==> src/rtl/idu_inst_enc_ysyx_23060136_pkg.sv <==
// Shared constants for the RV32 instruction encoder: format indices, opcodes,
// immediate bounds and the immediate range helper used by IDU_INST_ENC_RANGE_CHECK_EN.
package idu_inst_enc_ysyx_23060136_pkg;

  localparam int FMT_R = 0;
  localparam int FMT_I = 1;
  localparam int FMT_S = 2;
  localparam int FMT_B = 3;
  localparam int FMT_U = 4;
  localparam int FMT_J = 5;
  localparam int FMT_W = 6;

  localparam logic [6:0] OPC_OP     = 7'b0110011;
  localparam logic [6:0] OPC_OP_IMM = 7'b0010011;
  localparam logic [6:0] OPC_STORE  = 7'b0100011;
  localparam logic [6:0] OPC_BRANCH = 7'b1100011;
  localparam logic [6:0] OPC_LUI    = 7'b0110111;
  localparam logic [6:0] OPC_JAL    = 7'b1101111;

  localparam logic signed [31:0] IMM12_MIN = -32'sd2048;
  localparam logic signed [31:0] IMM12_MAX = 32'sd2047;
  localparam logic signed [31:0] IMM13_MIN = -32'sd4096;
  localparam logic signed [31:0] IMM13_MAX = 32'sd4094;
  localparam logic signed [31:0] IMM21_MIN = -32'sd1048576;
  localparam logic signed [31:0] IMM21_MAX = 32'sd1048574;

  localparam int FIFO_DEPTH = 2;

  // Only meaningful for a one-hot fmt; R-type never carries an immediate.
  function automatic logic imm_out_of_range(input logic [FMT_W-1:0] fmt,
                                            input logic [31:0] imm);
    logic signed [31:0] simm;
    logic bad;
    simm = $signed(imm);
    bad  = 1'b0;
    if (fmt[FMT_I] || fmt[FMT_S])
      bad = (simm < IMM12_MIN) || (simm > IMM12_MAX);
    else if (fmt[FMT_B])
      bad = (simm < IMM13_MIN) || (simm > IMM13_MAX) || imm[0];
    else if (fmt[FMT_J])
      bad = (simm < IMM21_MIN) || (simm > IMM21_MAX) || imm[0];
    else if (fmt[FMT_U])
      bad = (imm[11:0] != 12'h000);
    return bad;
  endfunction

endpackage

==> src/rtl/idu_enc_fifo_ysyx_23060136.sv <==
// Two-entry in-order buffer holding {err, inst}; ready depends on registered occupancy only.
module idu_enc_fifo_ysyx_23060136
  import idu_inst_enc_ysyx_23060136_pkg::*;
(
  input  logic        clk,
  input  logic        rst_n,
  input  logic        push_valid,
  output logic        push_ready,
  input  logic [32:0] push_data,
  output logic        pop_valid,
  input  logic        pop_ready,
  output logic [32:0] pop_data
);

  logic [32:0] mem [FIFO_DEPTH];
  logic        wr_ptr;
  logic        rd_ptr;
  logic [1:0]  count;
  logic        push;
  logic        pop;

  assign push_ready = (count < 2'(FIFO_DEPTH));
  assign pop_valid  = (count != 2'd0);
  assign pop_data   = pop_valid ? mem[rd_ptr] : 33'h0;
  assign push       = push_valid && push_ready;
  assign pop        = pop_valid && pop_ready;

  always_ff @(posedge clk or negedge rst_n) begin
    if (!rst_n) begin
      mem[0] <= 33'h0;
      mem[1] <= 33'h0;
      wr_ptr <= 1'b0;
      rd_ptr <= 1'b0;
      count  <= 2'd0;
    end else begin
      if (push) begin
        mem[wr_ptr] <= push_data;
        wr_ptr      <= ~wr_ptr;
      end
      if (pop)
        rd_ptr <= ~rd_ptr;
      // Simultaneous push and pop leaves occupancy unchanged.
      case ({push, pop})
        2'b10:   count <= count + 2'd1;
        2'b01:   count <= count - 2'd1;
        default: count <= count;
      endcase
    end
  end

endmodule

==> src/rtl/idu_inst_enc_ysyx_23060136.sv <==
// RV32 instruction encoder with a 2-entry response buffer and saturating error counter.
// Define IDU_INST_ENC_RANGE_CHECK_EN to also flag immediates not representable in the format.
module idu_inst_enc_ysyx_23060136
  import idu_inst_enc_ysyx_23060136_pkg::*;
(
  input  logic        clk,
  input  logic        rst_n,
  input  logic        in_valid,
  output logic        in_ready,
  input  logic        op_R_type,
  input  logic        op_I_type,
  input  logic        op_S_type,
  input  logic        op_B_type,
  input  logic        op_U_type,
  input  logic        op_J_type,
  input  logic [6:0]  in_opcode,
  input  logic [4:0]  in_rd,
  input  logic [4:0]  in_rs1,
  input  logic [4:0]  in_rs2,
  input  logic [2:0]  in_funct3,
  input  logic [6:0]  in_funct7,
  input  logic [31:0] in_imm,
  output logic        out_valid,
  input  logic        out_ready,
  output logic [31:0] out_inst,
  output logic        out_err,
  output logic [7:0]  err_cnt,
  input  logic        err_clr
);

  logic [FMT_W-1:0] fmt;
  logic             fmt_onehot;
  logic             range_err;
  logic [31:0]      enc_inst;
  logic             enc_err;
  logic [32:0]      pop_data;

  assign fmt        = {op_J_type, op_U_type, op_B_type, op_S_type, op_I_type, op_R_type};
  assign fmt_onehot = (fmt != '0) && ((fmt & (fmt - 6'd1)) == '0);

`ifdef IDU_INST_ENC_RANGE_CHECK_EN
  assign range_err = fmt_onehot && imm_out_of_range(fmt, in_imm);
`else
  assign range_err = 1'b0;
`endif

  assign enc_err = !fmt_onehot || range_err;

  always_comb begin
    enc_inst = 32'h0;
    if (fmt_onehot) begin
      enc_inst[6:0] = in_opcode;
      if (fmt[FMT_R] || fmt[FMT_I] || fmt[FMT_U] || fmt[FMT_J])
        enc_inst[11:7] = in_rd;
      if (fmt[FMT_R] || fmt[FMT_I] || fmt[FMT_S] || fmt[FMT_B]) begin
        enc_inst[14:12] = in_funct3;
        enc_inst[19:15] = in_rs1;
      end
      if (fmt[FMT_R] || fmt[FMT_S] || fmt[FMT_B])
        enc_inst[24:20] = in_rs2;
      if (fmt[FMT_R])
        enc_inst[31:25] = in_funct7;
      if (fmt[FMT_I])
        enc_inst[31:20] = in_imm[11:0];
      if (fmt[FMT_S]) begin
        enc_inst[31:25] = in_imm[11:5];
        enc_inst[11:7]  = in_imm[4:0];
      end
      if (fmt[FMT_B]) begin
        enc_inst[31]    = in_imm[12];
        enc_inst[30:25] = in_imm[10:5];
        enc_inst[11:8]  = in_imm[4:1];
        enc_inst[7]     = in_imm[11];
      end
      if (fmt[FMT_U])
        enc_inst[31:12] = in_imm[31:12];
      if (fmt[FMT_J]) begin
        enc_inst[31]    = in_imm[20];
        enc_inst[30:21] = in_imm[10:1];
        enc_inst[20]    = in_imm[11];
        enc_inst[19:12] = in_imm[19:12];
      end
    end
  end

  idu_enc_fifo_ysyx_23060136 u_fifo (
    .clk        (clk),
    .rst_n      (rst_n),
    .push_valid (in_valid),
    .push_ready (in_ready),
    .push_data  ({enc_err, enc_inst}),
    .pop_valid  (out_valid),
    .pop_ready  (out_ready),
    .pop_data   (pop_data)
  );

  assign out_err  = pop_data[32];
  assign out_inst = pop_data[31:0];

  // Clear wins over a same-cycle erroneous pop.
  always_ff @(posedge clk or negedge rst_n) begin
    if (!rst_n)
      err_cnt <= 8'h0;
    else if (err_clr)
      err_cnt <= 8'h0;
    else if (out_valid && out_ready && out_err && (err_cnt != 8'hFF))
      err_cnt <= err_cnt + 8'd1;
  end

endmodule

==> config.mk <==
export PLATFORM = sky130hd
export DESIGN_NAME = idu_inst_enc_ysyx_23060136
export DESIGN_NICKNAME = d
export VERILOG_FILES = /design/src/rtl/idu_inst_enc_ysyx_23060136_pkg.sv /design/src/rtl/idu_enc_fifo_ysyx_23060136.sv /design/src/rtl/idu_inst_enc_ysyx_23060136.sv
export SDC_FILE = /design/constraint.sdc
export NUM_CORES = 1
export LEC_CHECK = 0
export ABC_AREA = 1
export BUFFER_PORTS_ARGS = -buffer_cell sky130_fd_sc_hd__buf_2
export CAP_MARGIN = 20
export CORE_UTILIZATION = 57
export DETAILED_ROUTE_END_ITERATION = 8
export PLACE_DENSITY = 0.92
export SYNTH_ARGS = -nofsm -noshare
export SYNTH_HDL_FRONTEND = slang
export SYNTH_SLANG_ARGS = --single-unit
==> constraint.sdc <==
create_clock -name clk -period 3.5 [get_ports clk]
set_clock_uncertainty 0.15 [all_clocks]
set_input_delay 0.35 -clock clk [delete_from_list [all_inputs] [get_ports clk]]
set_output_delay 0.35 -clock clk [all_outputs]
set_load 0.1 [all_outputs]
==> flow_summary_export.csv, run 1 <==
group,metric,value,unit
status,failed_checks,"negative hold slack",
floorplanning,die_y,90.7,µm
clocking,clkTransAtPathRegs,0.09,ns
floorplanning,die_w,90.7,µm
synthesis,syn_area,4480,µm²
clocking,post_cts_buffers,0,
placed_design,placedCellCount,796,
layout,fillers,602,
status,status,"finished with violations",
clocking,insertion_delay,0.35,ns
synthesis,yosysSeqAreaShare,43.5,%
layout,stdcell_count,812,
layout,n_antenna_cell,0,
layout,nNetsFinal,785,
synthesis,synth_compound_area_share,12.5,%
clocking,cts_sinks,78,
layout,layout_common_cells,"nand2_1, buf_2, nand3_1",
routing,drt-initial-drc-count,364,
placed_design,preCtsSetupSlack,0.930,ns
worst_setup_path,crit_path_frequent_cell,"inv_1",
routing,drt_wl_total,12.3,mm
clocking,tritoncts,"yes",
worst_setup_path,slowest_stage,"nand2_1",
timing,rsz0062_at_grt,"false",
placed_design,portBuffers,117,
synthesis,synth_cells,611,
synthesis,ys_warn_count,0,
floorplanning,ioPinCount,118,
layout,final_common_cell,"nand2_1",
worst_setup_path,critPathLaunchType,"register",
synthesis,yosysUniqueCellTypes,31,
timing,period_share,85.1,%
pwr,p_leak,2.85,nW
worst_setup_path,crit_path_cell_trace,"inv_1 -> nand2_1 -> inv_1 -> a21oi_1 -> buf_2",
global_routing,grt_max_degree,79,
routing,drt_pre_antenna_iters,7,
global_routing,grt_pass1_wl,19.9,mm
timing,relSlewSlack,32.3,%
worst_setup_path,critPathArrivalTime,2.48,ns
worst_setup_path,r2r-end,"u_fifo.count[1]$_DFFE_PN0P_",
synthesis,synth_seq_cells,78,
timing,final_max_slew_viol_count,0,
floorplanning,rows,31,
worst_hold_path,min_path_type,"in2async",
timing,hold_viol_final,12,
synthesis,synthAdderAreaFrac,0.558,%
worst_setup_path,path_class,"reg2out",
worst_setup_path,r2r_start,"u_fifo.count[0]$_DFFE_PN0P_",
clocking,cts_buffers,9,
synthesis,synth_fp_nets,688,
timing,fmax,336,MHz
worst_setup_path,cpPeakStageDelay,0.50,ns
worst_setup_path,r2r_slack,0.90,ns
placed_design,gp_routability_congestion,0.967,
routing,via_count,4696,
layout,drive_above_1_share,25.8,%
global_routing,grt_overflow,0,
pwr,peakVddDrop,0.000501,V
floorplanning,initial_core_util,60.5,%
layout,syn_to_final_growth,17.9,%
global_routing,grt_usage,30.2,%
timing,fin_tns_setup,0,ns
worst_setup_path,cp_data_required_time,3.00,ns
clocking,hold_buffers,0,
pwr,power.density,921,nW/µm²
global_routing,antenna_found_initial,0,
timing,setup_slack,0.523,ns
synthesis,synth_top_family_by_area,"simple AND/OR/NAND/NOR gates",
synthesis,muxShareOfSynthArea,0,%
synthesis,yosys.area_share.xor_xnor,1.17,%
worst_setup_path,cp-end-kind,"output port",
clocking,cts_resized,0,
timing,min_period,2.98,ns
worst_setup_path,reg2reg_depth,8,
routing,route.detailed.drc,0,
clocking,cts_max_level,3,
synthesis,syn_area_per_cell,7.34,µm²
placed_design,dp_hpwl,8.37,mm
clocking,cts.path.max_buffers,2,
timing,tightest_slew,1.01,ns
clocking,cts_root_buf,"clkbuf_8",
timing,timing.hold.ws,-0.00601,ns
floorplanning,core,7410,µm²
worst_setup_path,crit_path_max_fanout,23,
timing,setup_viol,0,
floorplanning,die_area,8230,µm²
synthesis,synthSimpleGateAreaFrac,34.2,%
routing,avgRoutedWirePerCell,15.1,µm
routing,via_per_inst,5.78,
job,maxCapViolCount,0,
routing,postRouteAntennaNets,0,
global_routing,grt_pass1_vias,4299,
[per-stage QoR]
| step | hold WS (ns) | power, W | area (µm²) | utilization, % |
|---|---|---|---|---|
| floorplan | -0.0956 | 0.00362 | 4520 | - |
| global placement | 0.306 | 0.00401 | 5060 | 68.3 |
| detailed placement | 0.310 | 0.00409 | 5060 | 68.3 |
| CTS | 0.0383 | 0.00485 | 5290 | 71.4 |
| global route | 0.0915 | 0.00506 | 5290 | 71.4 |
| finish | -0.00601 | 0.00487 | 5290 | 71.4 |
[worst max-delay path: cells and delay by family, from the launching register on]
kind | cells | cell delay (ns)
DFF | 1 | 0.41
and+or+nand+nor | 1 | 0.50
buffers and inverters | 3 | 0.95
AOI/OAI and AO/OA | 1 | 0.27
[layout make-up]
type                    count  area (µm²)  area share [%]
flip-flops and latches     78        1950            36.9
clock buffers              11         141            2.67
clock inverters             5        81.3            1.54
multi-input cells         456        2210            41.7
inverters                  42         163            3.08
repair buffers            121         618            11.7
well taps                  99         124            2.34
[metal layers]
layer  global-route usage (%)  routed length [µm]  vias up
met5                        0                   0        -
met4                     11.3                 246        0
met3                     4.46                1090       32
met2                     51.7                6050      297
met1                     38.6                4920     2181
li1                         -                   -     2186
[power by group]
| part | leakage, nW | switching, W | total [W] | internal (W) |
|---|---|---|---|---|
| sequential | 1.05 | 0.000169 | 0.00130 | 0.00113 |
| combinational | 1.68 | 0.00234 | 0.00281 | 0.000475 |
| clock | 0.110 | 0.000331 | 0.000754 | 0.000423 |
| total | 2.85 | 0.00284 | 0.00487 | 0.00203 |
[state kept, by name (all words and copies together) (netlist names)]
register	cells
u_fifo.wr_ptr	1
err_cnt	8
u_fifo.count	2
u_fifo.rd_ptr	1
u_fifo.mem	66
[cell usage after synthesis]
| library cell | number | area share (%) |
|---|---|---|
| dfrtp_1 | 78 | 44 |
| o21ai_0 | 27 | 3.0 |
| xor2_1 | 5 | 0.98 |
| nor2_2 | 2 | 0.28 |
| nand3_1 | 86 | 9.6 |
| nand3_4 | 1 | 0.39 |
| nand4_1 | 5 | 0.70 |
| o21bai_1 | 1 | 0.17 |
| buf_4 | 2 | 0.33 |
| inv_6 | 1 | 0.20 |
| buf_2 | 10 | 1.1 |
| nand2_2 | 5 | 0.70 |
| buf_6 | 4 | 1.0 |
| xnor2_1 | 1 | 0.20 |
| a31o_2 | 1 | 0.20 |
| a22oi_1 | 1 | 0.17 |
| ha_1 | 2 | 0.56 |
| a21oi_1 | 49 | 5.5 |
| nor2_1 | 28 | 2.3 |
| buf_12 | 1 | 0.45 |
| nand2_1 | 204 | 17 |
| inv_2 | 5 | 0.42 |
| inv_1 | 36 | 3.0 |
| o21ai_1 | 11 | 1.2 |
| o21ai_2 | 8 | 1.6 |
| o22ai_1 | 5 | 0.70 |
| nor2_4 | 3 | 0.75 |
| buf_1 | 1 | 0.084 |
| nand3_2 | 10 | 2.2 |
| clkbuf_1 | 17 | 1.4 |
| or2_2 | 1 | 0.14 |
[kinds of logic (layout without fill, tap and decap cells)]
| logic type | after synthesis | count (layout) |
|---|---|---|
| AOI/OAI and AO/OA | 103 | 103 |
| and+or+nand+nor | 345 | 345 |
| buffers and inverters | 77 | 179 |
| xor gates and xnor gates | 6 | 6 |
| adders and majority gates | 2 | 2 |
| DFF | 78 | 78 |
[worst max path at each step]
stage               depth (start not counted)                         from                     endpoint
floorplan                                   5  u_fifo.count[1]$_DFFE_PN0P_                 out_inst[10]
global placement                            8  u_fifo.count[0]$_DFFE_PN0P_  u_fifo.count[1]$_DFFE_PN0P_
detailed placement                          8  u_fifo.count[0]$_DFFE_PN0P_  u_fifo.count[1]$_DFFE_PN0P_
CTS                                         5  u_fifo.count[0]$_DFFE_PN0P_                  out_inst[7]
global route                                5  u_fifo.count[0]$_DFFE_PN0P_                 out_inst[25]
finish                                      5  u_fifo.count[0]$_DFFE_PN0P_                  out_inst[7]
(Power assumes the default switching activity.)
==> inputs of run 2 (changes only) <==
--- a/config.mk
+++ b/config.mk
@@ -8,9 +8,10 @@
 export ABC_AREA = 1
 export BUFFER_PORTS_ARGS = -buffer_cell sky130_fd_sc_hd__buf_2
 export CAP_MARGIN = 20
-export CORE_UTILIZATION = 57
+export CORE_UTILIZATION = 59
 export DETAILED_ROUTE_END_ITERATION = 8
-export PLACE_DENSITY = 0.92
+export PLACE_DENSITY = 0.94
 export SYNTH_ARGS = -nofsm -noshare
 export SYNTH_HDL_FRONTEND = slang
+export SYNTH_HIERARCHICAL = 1
 export SYNTH_SLANG_ARGS = --single-unit
==> flow_summary_export.csv, run 2 <==
group,metric,value,unit
routing,drt_wl_total,11.9,mm
clocking,clkTransAtPathRegs,0.09,ns
synthesis,synthTopCellsByCount,"nand2_1, dfrtp_1, inv_1",
clocking,cts_root_buf,"clkbuf_8",
layout,syn_to_final_growth,13.9,%
timing,period_share,77.0,%
synthesis,synth_ff_type,"dfrtp_1",
pwr,power.density,623,nW/µm²
placed_design,gp_routability_congestion,0.887,
pwr,p_leak,2.75,nW
worst_setup_path,critPathArrivalTime,2.20,ns
floorplanning,ioPinCount,118,
timing,relSlewSlack,28.4,%
clocking,tritoncts,"yes",
clocking,cts_max_level,3,
floorplanning,rows,32,
clocking,cts_buffers,9,
layout,layout_common_cells,"nand2_1, buf_2, dfrtp_1",
synthesis,ys_top_cells_by_area,"dfrtp_1, nand2_1, o21ai_2",
routing,route.detailed.drc,0,
routing,postRouteAntennaNets,0,
routing,via_per_inst,5.44,
clocking,insertion_delay,0.35,ns
floorplanning,die_w,93.1,µm
routing,met2_length,5.82,mm
synthesis,syn_area_per_cell,7.62,µm²
global_routing,grt_max_degree,79,
synthesis,yosysSeqAreaShare,39.9,%
layout,top_register,"u_fifo/mem",
clocking,post_cts_buffers,0,
worst_setup_path,r2r-end,"err_cnt[6]$_DFFE_PN0P_",
layout,final_common_cell,"nand2_1",
status,status,"finished with violations",
floorplanning,initial_core_util,62.0,%
worst_setup_path,path_class,"reg2out",
routing,wl_met1,4.93,mm
synthesis,synth.most_common_cell,"nand2_1",
floorplanning,die_y,93.1,µm
synthesis,yosysUniqueCellTypes,37,
synthesis,synth_fp_nets,719,
worst_setup_path,critPathLaunchType,"register",
timing,hold_viol_final,26,
synthesis,synth_seq_cells,78,
floorplanning,core,7890,µm²
clocking,cts_sinks,78,
synthesis,ys_warn_count,6,
synthesis,synth_cells,642,
status,failed_checks,"negative hold slack",
clocking,cts_resized,0,
worst_setup_path,crit_path_max_fanout,21,
layout,stdcell_area,5570,µm²
layout,drive_above_1_share,31.4,%
timing,setup_viol,0,
routing,drt-initial-drc-count,357,
worst_hold_path,min_path_type,"in2async",
worst_setup_path,reg2reg_depth,8,
routing,wl_met3,812,µm
routing,routed.top_layer,"met4",
job,maxCapViolCount,0,
synthesis,synth-edff-count,0,
layout,reg_top3,"u_fifo/mem: 66 flops, err_cnt: 8 flops, u_fifo/count: 2 flops",
layout,n_antenna_cell,0,
layout,largest_reg_flops,66,
synthesis,synth_top_area_share,39.9,%
synthesis,synth_area_leader_cell,"dfrtp_1",
timing,tightest_slew,1.07,ns
timing,fmax,371,MHz
global_routing,grt_overflow,0,
synthesis,synth-async-reset-ratio,100,%
pwr,p_total,0.00347,W
placed_design,dp_hpwl,8.10,mm
global_routing,grt_pass1_wl,19.3,mm
placed_design,portBuffers,117,
worst_setup_path,cp_data_required_time,3.00,ns
global_routing,grt_pass1_vias,4262,
timing,rsz0062_at_grt,"false",
worst_setup_path,r2r_slack,1.15,ns
timing,fin_tns_setup,0,ns
floorplanning,die_area,8660,µm²
synthesis,syn_area,4890,µm²
pwr,peakVddDrop,0.000403,V
layout,nNetsFinal,817,
routing,via_count,4611,
layout,stdcell_count,847,
routing,drt_pre_antenna_iters,5,
timing,timing.hold.ws,-0.0280,ns
routing,avgRoutedWirePerCell,14.0,µm
timing,final_max_slew_viol_count,0,
worst_setup_path,r2r_start,"u_fifo/rd_ptr$_DFFE_PN0P_",
placed_design,placement.cell_area,5370,µm²
clocking,hold_buffers,0,
worst_setup_path,cp-end-kind,"output port",
placed_design,placedCellCount,831,
global_routing,antenna_found_initial,0,
clocking,cts.path.max_buffers,2,
timing,min_period,2.70,ns
global_routing,grt_usage,28.4,%
==> run 2: logic make-up after synthesis <==
| kind of cell | count (synthesis) | share of synthesized area, % |
|---|---|---|
| xor+xnor | 4 | 0.716 |
| buf+inv | 106 | 11.1 |
| fa+ha+maj | 2 | 0.511 |
| simple gates | 314 | 29.7 |
| flops | 78 | 39.9 |
| compound gates | 138 | 18.1 |
==> run 2: how the worst max path moves through the flow <==
stage / end / from / slack (ns)
final: out_inst[30] / u_fifo/rd_ptr$_DFFE_PN0P_ / 0.80
after global routing: out_inst[30] / u_fifo/rd_ptr$_DFFE_PN0P_ / 0.72
after CTS: out_inst[30] / u_fifo/rd_ptr$_DFFE_PN0P_ / 0.81
after detailed placement: u_fifo/mem[42]$_DFFE_PN0P_ / op_S_type / 0.96
after global placement: u_fifo/mem[15]$_DFFE_PN0P_ / op_S_type / 1.05
after floorplan: err_cnt[5]$_DFFE_PN0P_ / u_fifo/rd_ptr$_DFFE_PN0P_ / 0.25
==> run 2: where the power goes <==
group | internal [W] | leakage, nW | switching, W
combinational | 0.000327 | 1.59 | 0.00130
clock | 0.000349 | 0.0955 | 0.000331
sequential | 0.00105 | 1.07 | 0.000110
total | 0.00173 | 2.75 | 0.00174
==> run 2: critical path: stages (launching register included) <==
cell	delay (ns)
dfrtp_1	0.39
clkinv_1	0.36
buf_4	0.31
nand2_1	0.08
a21oi_1	0.22
buf_2	0.47
==> run 2: cell type report <==
class,count,area (µm²)
multi-input cells,458,2410
fillers,608,2310
flip-flops and latches,78,1950
repair buffers,120,611
inverters,73,277
clock buffers,11,141
well taps,102,128
clock inverters,5,58.8
==> run 2: metal layers <==
layer,vias up,GRT usage (%)
met5,-,0
met4,0,12.9
met3,30,5.04
met2,224,46.6
met1,2136,36.5
li1,2221,-
==> run 2: per-stage QoR <==
stage               hold WS [ns]  setup WS, ns  utilization, %
floorplan                -0.0956         0.254               -
global placement           0.315          1.05            68.1
detailed placement         0.319         0.961            68.1
CTS                       0.0216         0.814            70.7
global route              0.0605         0.721            70.7
finish                   -0.0280         0.805            70.7
